### config.mk
export PLATFORM = sky130hd
export DESIGN_NAME = z80_mailbox_ctrl
export DESIGN_NICKNAME = d
export VERILOG_FILES = /design/src/rtl/z80_mailbox_ctrl.sv
export SDC_FILE = /design/constraint.sdc
export NUM_CORES = 1
export LEC_CHECK = 0
export ABC_AREA = 1
export CAP_MARGIN = 5
export CELL_PAD_IN_SITES_DETAIL_PLACEMENT = 1
export CELL_PAD_IN_SITES_GLOBAL_PLACEMENT = 1
export CORE_ASPECT_RATIO = 0.9
export CORE_UTILIZATION = 38
export CTS_BUF_LIST = sky130_fd_sc_hd__clkbuf_2
export DETAILED_ROUTE_END_ITERATION = 8
export PLACE_DENSITY = 0.89
export SKIP_CTS_REPAIR_TIMING = 1
export SYNTH_ARGS = -nofsm -noshare
export SYNTH_HDL_FRONTEND = slang
export SYNTH_SLANG_ARGS = --single-unit
### constraint.sdc
create_clock -name CLK_24M -period 2.4 [get_ports CLK_24M]
set_clock_uncertainty 0.15 [all_clocks]
set_input_delay 0.48 -clock CLK_24M [delete_from_list [all_inputs] [get_ports CLK_24M]]
set_output_delay 0.48 -clock CLK_24M [all_outputs]
set_load 0.01 [all_outputs]
### src/rtl/z80_mailbox_ctrl.sv
// 68k <-> Z80 sound mailbox.
//
// The 68k writes a command byte, which raises CMD_PENDING and, if NMI is
// enabled, fires a timed NMI at the Z80. The Z80 reads the command through
// port 0 and writes its reply through port 0x0C. The 68k consumes the reply
// with nSDZ80R or wipes it with nSDZ80CLR. Every strobe is asynchronous, so
// each one passes through a 2-FF synchroniser and is edge-detected before it
// touches any state.
//
// Ports:
//   CLK_24M, RESET          clock, synchronous active-high reset
//   M68K_DATA               68k data low byte, latched on a command write
//   nSDZ80W/R/CLR           68k command write / reply read / reply clear
//   SDA_L, nIORQ, nSDRD,    Z80 port decode (address bits [4:2]) and strobes
//   nSDWR, SDD_IN
//   SDD_OUT, SDD_OE         command latch onto the Z80 data bus
//   M68K_REPLY              reply latch to the 68k
//   nZ80NMI                 Z80 NMI, active-low, NMI_WIDTH cycles per pulse
//   CMD_PENDING             command written, Z80 has not finished reading it
//   REPLY_VALID             reply written, 68k has not read or cleared it
module z80_mailbox_ctrl #(
  parameter int unsigned NMI_WIDTH = 16
) (
  input  logic       CLK_24M,
  input  logic       RESET,
  input  logic [7:0] M68K_DATA,
  input  logic       nSDZ80W,
  input  logic       nSDZ80R,
  input  logic       nSDZ80CLR,
  input  logic [2:0] SDA_L,
  input  logic       nIORQ,
  input  logic       nSDRD,
  input  logic       nSDWR,
  input  logic [7:0] SDD_IN,
  output logic [7:0] SDD_OUT,
  output logic       SDD_OE,
  output logic [7:0] M68K_REPLY,
  output logic       nZ80NMI,
  output logic       CMD_PENDING,
  output logic       REPLY_VALID
);

  localparam int unsigned CntW = $clog2(NMI_WIDTH + 1);

  // Bit positions of the active-low strobes inside the synchroniser vectors.
  localparam int unsigned IdxCmdWr   = 0;
  localparam int unsigned IdxReplyRd = 1;
  localparam int unsigned IdxClr     = 2;
  localparam int unsigned IdxCmdRd   = 3;
  localparam int unsigned IdxNmiEn   = 4;
  localparam int unsigned IdxReplyWr = 5;
  localparam int unsigned IdxNmiDis  = 6;

  logic       z80_io;
  logic [6:0] raw_n;
  logic [6:0] sync1_q, sync2_q, prev_q;
  logic [6:0] start, stop;

  logic [7:0]      cmd_q, cmd_d;
  logic [7:0]      reply_q, reply_d;
  logic            pend_q, pend_d;
  logic            valid_q, valid_d;
  logic            nmi_en_q, nmi_en_d;
  logic [CntW-1:0] nmi_cnt_q, nmi_cnt_d;

  // Z80 port decode, active-low to match the 68k strobes.
  assign z80_io               = ~nIORQ;
  assign raw_n[IdxCmdWr]      = nSDZ80W;
  assign raw_n[IdxReplyRd]    = nSDZ80R;
  assign raw_n[IdxClr]        = nSDZ80CLR;
  assign raw_n[IdxCmdRd]      = ~(z80_io & ~nSDRD & (SDA_L == 3'b000));
  assign raw_n[IdxNmiEn]      = ~(z80_io & ~nSDWR & (SDA_L == 3'b010));
  assign raw_n[IdxReplyWr]    = ~(z80_io & ~nSDWR & (SDA_L == 3'b011));
  assign raw_n[IdxNmiDis]     = ~(z80_io & ~nSDWR & (SDA_L == 3'b110));

  // Sync flops and the edge-detect history all reset to idle (1), so a strobe
  // held low through reset release shows up as a fresh start.
  always_ff @(posedge CLK_24M) begin
    if (RESET) begin
      sync1_q <= '1;
      sync2_q <= '1;
      prev_q  <= '1;
    end else begin
      sync1_q <= raw_n;
      sync2_q <= sync1_q;
      prev_q  <= sync2_q;
    end
  end

  assign start = prev_q & ~sync2_q;
  assign stop  = ~prev_q & sync2_q;

  always_comb begin
    cmd_d     = cmd_q;
    reply_d   = reply_q;
    pend_d    = pend_q;
    valid_d   = valid_q;
    nmi_en_d  = nmi_en_q;
    nmi_cnt_d = nmi_cnt_q;

    // Set beats clear: a new command wins over the Z80 finishing its read.
    if (start[IdxCmdWr]) begin
      cmd_d  = M68K_DATA;
      pend_d = 1'b1;
    end else if (stop[IdxCmdRd]) begin
      pend_d = 1'b0;
    end

    if (start[IdxReplyWr]) begin
      reply_d = SDD_IN;
      valid_d = 1'b1;
    end else begin
      if (stop[IdxReplyRd]) begin
        valid_d = 1'b0;
      end
      if (start[IdxClr]) begin
        reply_d = '0;
        valid_d = 1'b0;
      end
    end

    if (nmi_cnt_q != '0) begin
      nmi_cnt_d = nmi_cnt_q - CntW'(1);
    end
    // Reload rather than retrigger: a write mid-pulse only stretches it.
    if (start[IdxCmdWr] && nmi_en_q) begin
      nmi_cnt_d = CntW'(NMI_WIDTH);
    end

    // Disable wins over enable and cuts any pulse in flight.
    if (start[IdxNmiDis]) begin
      nmi_en_d  = 1'b0;
      nmi_cnt_d = '0;
    end else if (start[IdxNmiEn]) begin
      nmi_en_d = 1'b1;
    end
  end

  always_ff @(posedge CLK_24M) begin
    if (RESET) begin
      cmd_q     <= '0;
      reply_q   <= '0;
      pend_q    <= 1'b0;
      valid_q   <= 1'b0;
      nmi_en_q  <= 1'b0;
      nmi_cnt_q <= '0;
    end else begin
      cmd_q     <= cmd_d;
      reply_q   <= reply_d;
      pend_q    <= pend_d;
      valid_q   <= valid_d;
      nmi_en_q  <= nmi_en_d;
      nmi_cnt_q <= nmi_cnt_d;
    end
  end

  // Bus drive follows the raw decode so the Z80 sees data within its cycle.
  assign SDD_OE      = ~RESET & ~raw_n[IdxCmdRd];
  assign SDD_OUT     = cmd_q;
  assign M68K_REPLY  = reply_q;
  assign nZ80NMI     = (nmi_cnt_q == '0);
  assign CMD_PENDING = pend_q;
  assign REPLY_VALID = valid_q;

endmodule
# After elaboration in Yosys (flattened, before gate mapping)
# Index checks and enable logic that the tools add are counted.
[totals]
mem_bits_ro = 0
in_bits = 27
ff_bits = 45
latchBits = 0
wordCells = 52
mem_bits_rw = 0
memories = 0
out_inout_bits = 20
[classes]
n_reduce_logical = 10
magnitude_cmp = 0
n_shift = 0
n_bitwise = 19
multipliers = 0
eq_ne = 3
muxes = 9
addsub = 1
div_mod_pow = 0
[ops]
columns = ["operator", "count"]
rows = [
  ["8-bit two-way mux", 2],
  ["5-bit two-way mux", 2],
  ["1-bit NOT", 8],
  ["1-bit AND", 7],
  ["7-bit AND", 1],
  ["7-bit NOT", 1],
  ["3-bit by 2-bit == test with 1-bit output (second input constant)", 2],
  ["2-bit nonzero test", 3],
  ["5-bit logical NOT", 1],
  ["1-bit two-way mux", 5],
  ["5-bit nonzero test", 1],
  ["5-bit by 1-bit subtractor with 5-bit output (second input constant)", 1],
  ["4-bit AND", 1],
  ["4-bit NOT", 1],
  ["3-bit == test (second input constant)", 1],
  ["3-bit logical NOT", 1],
  ["3-bit nonzero test", 1],
  ["3-bit OR reduction", 1],
  ["2-bit OR reduction", 1],
  ["1-bit logical AND", 1],
]

# Longest topological paths before layout
# Gate-level depths: netlist of the first run.
[logic_depth]
word_depth = 5
depth_mapped = 6
mapped_depth_nobuf = 6

# Worst setup path after synthesis of the first run
# OpenSTA, ideal clock, no wires.
[synth_path]
path_type = "register -> output"
startpoint = "register nmi_cnt_q[0]"
endpoint = "output nZ80NMI"
path_slack_ns = 0.929
n_path_buf = 0
t_required_ns = 1.770
arrival_ns = 0.841
path_stages_with_launch = 5
cell_sequence = "dfxtp_1 > inv_1 > ha_1 > nand3_2 > inv_1"
[synth_between]
elab_chain_cells = 1
[synth_lines]
columns = ["item", "line", "text"]
rows = [
  ["start, declared", "64", "logic [CntW-1:0] nmi_cnt_q, nmi_cnt_d;"],
  ["start signal, assigned", "153", "nmi_cnt_q <= nmi_cnt_d;"],
  ["5-bit logical NOT", "161", "assign nZ80NMI = (nmi_cnt_q == '0);"],
  ["end, declared", "38", "output logic nZ80NMI,"],
]
# No other way between the ends.

# Worst setup path after layout of the first run
[layout_path]
startpoint = "input SDA_L[1]"
endpoint = "output SDD_OE"
[layout_between]
elab_chain_cells = 3
[layout_lines]
columns = ["item", "line", "text"]
rows = [
  ["start, declared", "30", "input logic [2:0] SDA_L,"],
  ["3-bit logical NOT", "71", "assign raw_n[IdxCmdRd] = ~(z80_io & ~nSDRD & (SDA_L == 3'b000));"],
  ["1-bit AND", "71", ""],
  ["1-bit AND", "158", "assign SDD_OE = ~RESET & ~raw_n[IdxCmdRd];"],
  ["end, declared", "36", "output logic SDD_OE,"],
]
# No other way between the ends.

==> qor.csv, run 1 <==
metric,value,unit
hold_viol_final,0,
antenna_found_initial,0,
drtIter0Drc,49,
grt_usage,18.2,%
finalCriticalPeriod,2.16,ns
numCtsBuffers,5,
die_y,62.9,µm
clock_sinks,45,
slew_headroom,81.6,%
cp.required,1.77,ns
drive_gt1_share,17.6,%
wl_met2,1950,µm
clk_pin_slew_worst_paths,0.18,ns
cp-start-kind,input pin,
drv_slew,0,
leakagePower,0.906,nW
fin_cells,279,
cts_tree,yes,
via_per_inst,4.68,
maxUsedRoutingLayer,met4,
fmaxAchievable,464,MHz
netlist_instances,180,
grt_setup_unrepaired,no,
vias,1305,
path_class,in -> out,
holdCritPathClass,reg -> reg,
power_density,670,nW/µm²
synth-warning-count,0,
final_cell_mix,"44 x dfxtp_1, 44 x clkdlybuf4s50_1, 25 x nand2_1, 23 x nor2_1, 15 x inv_1",
ir_drop,0.329,mV
die_x,69.7,µm
grt_max_degree,23,
cp_max_fo,2,
fin_crit_sh,89.8,%
ys_types,24,
gp_congestion,0.749,
drv_cap,0,
dp_hpwl,2780,µm
setup_viol,0,
cts_root_buf,clkbuf_2,
portBuffers,46,
grt_pass1_wl,6230,µm
drc,0,
yosysSeqAreaShare,57.5,%
grt_pass1_vias,1420,
cp.arrival,1.53,ns
netlist_area,1570,µm²
wl_met1,1480,µm
drt_wl_total,3600,µm
cts_buffer_depth,2,
area_growth,37.6,%
cp-end-kind,primary output,
syn-num-nets,208,
place_area,2090,µm²
initial_utilization,40.9,%
met3_length,92,µm
ys_ff_latch,45,
status,"finished, final reports clean",
tightest_slew,0.275,ns
drtAntennaViolNets,0,
io_pins,47,
h-tree-depth,2,
grt-ovfl-total,0,
coreArea,3840,µm²
drt-pass1-iter-count,3,
syn_avg_cell_area,8.71,µm²
n_antenna_cell,0,
placementRows,21,
dieArea,4390,µm²
final_nets,261,
clkLatencyLatePin,0.40,ns
routedWlPerCell,12.9,µm
dp.cells,272,
post-route-cell-area,2160,µm²
==> synthesized netlist by cell type <==
cell,number,area (µm²)
nor2_1,23,86.3
dfxtp_1,45,901
o21ai_1,4,20.0
nand2_2,4,25.0
nor3_1,1,5.00
buf_4,1,7.51
inv_2,4,15.0
buf_2,1,5.00
nand3_1,12,60.1
nand2_1,25,93.8
inv_1,17,63.8
ha_1,1,12.5
nor2_4,3,33.8
a21oi_2,1,8.76
xnor2_1,1,8.76
o21ai_0,5,25.0
clkbuf_1,1,3.75
nand2_4,2,22.5
or2_2,11,68.8
nand3_2,1,10.0
nand4_1,3,18.8
a21oi_1,12,60.1
and3_1,1,6.26
nor2_2,1,6.26
==> report_power, final <==
group	internal, mW	leakage [nW]	switching, mW
combinational	0.174	0.513	0.169
clock	0.0680	0.0265	0.219
sequential	0.790	0.367	0.0260
total	1.03	0.906	0.414
==> path summary, 6_finish.rpt <==
path | from | to | slack [ns] | cells past startpoint
max | SDA_L[1] | SDD_OE | 0.24 | 5
min | sync1_q[0] | sync2_q[0] | 0.28 | 1
max reg2reg | sync2_q[5] | M68K_REPLY[7] | 1.22 | 5
min reg2reg | sync1_q[0] | sync2_q[0] | 0.28 | 1
==> critical path: stages <==
cell and delay (ns):
clkdlybuf4s50_1 0.45, nor3_2 0.22, nand3_1 0.13, inv_1 0.09, dlymetal6s2s_1 0.16
==> per-stage QoR <==
stage / util [%] / hold WS, ns / worst slack (ns) / total power, mW / setup TNS [ns]
5_1_grt: 56.2 / 0.320 / 0.206 / 1.55 / 0
6_report: 56.2 / 0.284 / 0.244 / 1.45 / 0
2_1_floorplan: - / 0.239 / 0.929 / 1.01 / 0
3_5_place_dp: 54.5 / 0.246 / -0.231 / 1.14 / -0.231
3_3_place_gp: 54.5 / 0.241 / -0.0204 / 1.12 / -0.0204
4_1_cts: 55.4 / 0.287 / -0.240 / 1.42 / -0.349
==> kinds of logic after synthesis <==
family          synth area share, %
fa+ha+maj                     0.798
xor+xnor                      0.559
compound gates                 7.26
buf+inv                        6.06
simple gates                   27.9
flops                          57.5
==> layout make-up <==
cell class | instances | area (µm²)
fillers | 456 | 1680
flip-flops and latches | 45 | 902
multi-input cells | 111 | 597
repair buffers | 49 | 488
inverters | 21 | 78.8
well taps | 46 | 57.6
clock buffers | 6 | 30.0
clock inverters | 1 | 3.75
==> state kept, by name, summed over array words and instances (netlist names) <==
name         flops
nmi_en_q         1
sync2_q          7
M68K_REPLY       8
SDD_OUT          8
nmi_cnt_q        5
CMD_PENDING      1
prev_q           7
REPLY_VALID      1
sync1_q          7
==> routing by layer <==
metal  GRT usage, %  vias to the layer above
met5              0                        -
met4           10.0                        0
met3           3.87                        9
met2           33.6                       23
met1           19.2                      604
li1               -                      669
Power figures use the tool's default switching activity.
==> run 2, diff against run 1 <==
CORE_MARGIN = 5   (was not set)
GPL_TIMING_DRIVEN = 0   (was not set)
SLEW_MARGIN = 20   (was not set)
==> run 2 against run 1 <==
  * Combinational power fell by 5%
  * Cell area rose by 1.0%
  * Die area up 26%
  * Clock power rose by 44%
  * Via count decreased by 0.77%
  * First-iteration DRC count increased by 43%
  * Non-clock buffer count is the same
  * Clock-buffer cell count unchanged
  * Flip-flop and latch count unchanged
  * Critical endpoint unchanged
  * Largest cell class unchanged
==> qor.csv, run 2 (same netlist as run 1, synthesis figures left out) <==
metric,value,unit,change
final_cell_mix,"45 x dfxtp_1, 43 x clkdlybuf4s50_1, 25 x nand2_1, 22 x nor2_1, 15 x inv_1",,
rr_startpoint,prev_q[0],,
drt-pass1-iter-count,4,,+1
fin_cells,282,,+1.1%
vias,1295,,-0.77%
grt_pass1_vias,1363,,-4.0%
p_int,1.13,mW,+9.5%
grt-ovfl-total,0,,unchanged
initial_utilization,38.7,%,-2.1 points
cp-end-kind,primary output,,
fin_crit_sh,85.6,%,-4.3 points
grt_usage,13.0,%,-5.2 points
place_area,2090,µm²,-0.18%
slew_headroom,80.0,%,-1.7 points
via_per_inst,4.59,,-1.8%
ir_drop,0.340,mV,+3.2%
clock_sinks,45,,unchanged
status,"finished, final reports clean",,
cp.required,1.77,ns,about the same
final_common_cell,dfxtp_1,,
die_y,70.9,µm,+13%
drive_gt1_share,17.5,%,-0.075 points
swShare,27.1,%,-1.5 points
reg2reg_to,nmi_cnt_q[0],,
dp.cells,274,,+0.74%
reg2regPathDepth,5,,unchanged
cp-start-kind,input pin,,
drv_slew,0,,unchanged
post-route-cell-area,2180,µm²,+1.0%
seqPwrFrac,52.5,%,-3.9 points
hold_viol_final,0,,unchanged
grt_pass1_wl,5830,µm,-6.4%
comb_power_share,21.0,%,-2.7 points
antenna_found_initial,0,,unchanged
cts_tree,yes,,
min_path_cells,2,,+1
power_density,712,nW/µm²,+6.2%
drtAntennaViolNets,0,,unchanged
io_pins,47,,unchanged
final_nets,261,,unchanged
n_antenna_cell,0,,unchanged
coreArea,4050,µm²,+5.5%
numCtsBuffers,5,,unchanged
drtIter0Drc,70,,+43%
min-delay-start,RESET,,
grt_setup_unrepaired,no,,
portBuffers,46,,unchanged
holdCritPathClass,in -> reg,,
clk_pin_slew_worst_paths,0.20,ns,+0.02 ns
drt_wl_total,3450,µm,-4.4%
gp_congestion,0.665,,-11%
cp.arrival,1.42,ns,-0.11 ns
clkLatencyLatePin,0.40,ns,about the same
leakagePower,0.924,nW,+1.9%
h-tree-depth,2,,unchanged
path_class,in -> out,,
power_switching,421,µW,+1.7%
r2r_slack,1.21,ns,about the same
drc,0,,unchanged
drv_cap,0,,unchanged
power.total,1.55,mW,+7.3%
fmaxAchievable,487,MHz,+5.0%
tightest_slew,0.300,ns,+0.0255 ns
cts_buffer_depth,2,,unchanged
dieArea,5510,µm²,+26%
setup_viol,0,,unchanged
pwr-share-clk,26.6,%,+6.8 points
cp_max_fo,3,,+1
placementRows,22,,+4.8%
cts_root_buf,clkbuf_2,,
die_x,77.7,µm,+11%
area_growth,39.0,%,
grt_max_degree,14,,-39%
finalCriticalPeriod,2.05,ns,-0.102 ns
dp_hpwl,2600,µm,-6.4%
post-route-util,53.9,%,-2.4 points
hold-path-endpoint,sync2_q[3],,
routedWlPerCell,12.2,µm,-5.4%
run 2: changes by cell type in the layout (fill, tap and decap cells not counted):
| cell | previous run | this run |
|---|---|---|
| buf_2 | 0 | 1 |
| dlymetal6s2s_1 | 2 | 3 |
| clkbuf_1 | 0 | 1 |
| nand3_4 | 1 | 0 |
| dfxtp_1 | 44 | 45 |
| clkdlybuf4s50_1 | 44 | 43 |
| nand3_2 | 0 | 1 |
| nor2_1 | 23 | 22 |
| nor2_2 | 1 | 2 |
| buf_4 | 3 | 1 |
| bufinv_16 | 0 | 1 |
| dfxtp_2 | 1 | 0 |
run 2: layout make-up:
cell class                 instances  area (µm²)
buffer                             3        16.3
clock buffer                       6        30.0
clock inverter                     2        33.8
fill                             481        1870
inverter                          21        78.8
multi-input combinational        111         592
sequential                        45         901
tap                               48        60.1
timing repair buffer              46         468
run 2: stage by stage:
stage               TNS (ns)  hold WS (ns)  setup WS (ns)
global route               0         0.279          0.242
global placement      -0.111         0.241         -0.111
detailed placement    -0.127         0.249         -0.127
finish                     0         0.280          0.346
floorplan                  0         0.239          0.929
CTS                   -0.288         0.293         -0.147
run 2: routing by layer:
metal | global-route usage, % | vias up | wire [µm]
met3 | 3.82 | 7 | 195
met2 | 22.8 | 29 | 1720
met5 | 0 | - | 0
met4 | 5.15 | 0 | 51
li1 | - | 671 | -
met1 | 14.8 | 588 | 1480
run 2: power by group through the flow:
stage	clock (mW)	sequential, mW	combinational (mW)
6_report	0.412	0.814	0.325
5_1_grt	0.448	0.820	0.367
4_1_cts	0.423	0.812	0.310
3_5_place_dp	0	0.828	0.307
3_3_place_gp	0	0.825	0.295
2_1_floorplan	0	0.828	0.183
run 2: worst max-delay path: stages:
cell	delay, ns
clkdlybuf4s50_1	0.45
nor3_2	0.17
nand3_1	0.10
inv_1	0.07
dlymetal6s2s_1	0.15
run 2: worst max path at each step:
stage                      start      end  slack [ns]  cells after the start
global placement           RESET   SDD_OE       -0.11                      5
floorplan           nmi_cnt_q[0]  nZ80NMI        0.93                      4
CTS                 nmi_cnt_q[0]  nZ80NMI       -0.15                      5
global route            SDA_L[2]   SDD_OE        0.24                      5
finish                  SDA_L[2]   SDD_OE        0.35                      5
detailed placement         RESET   SDD_OE       -0.13                      5
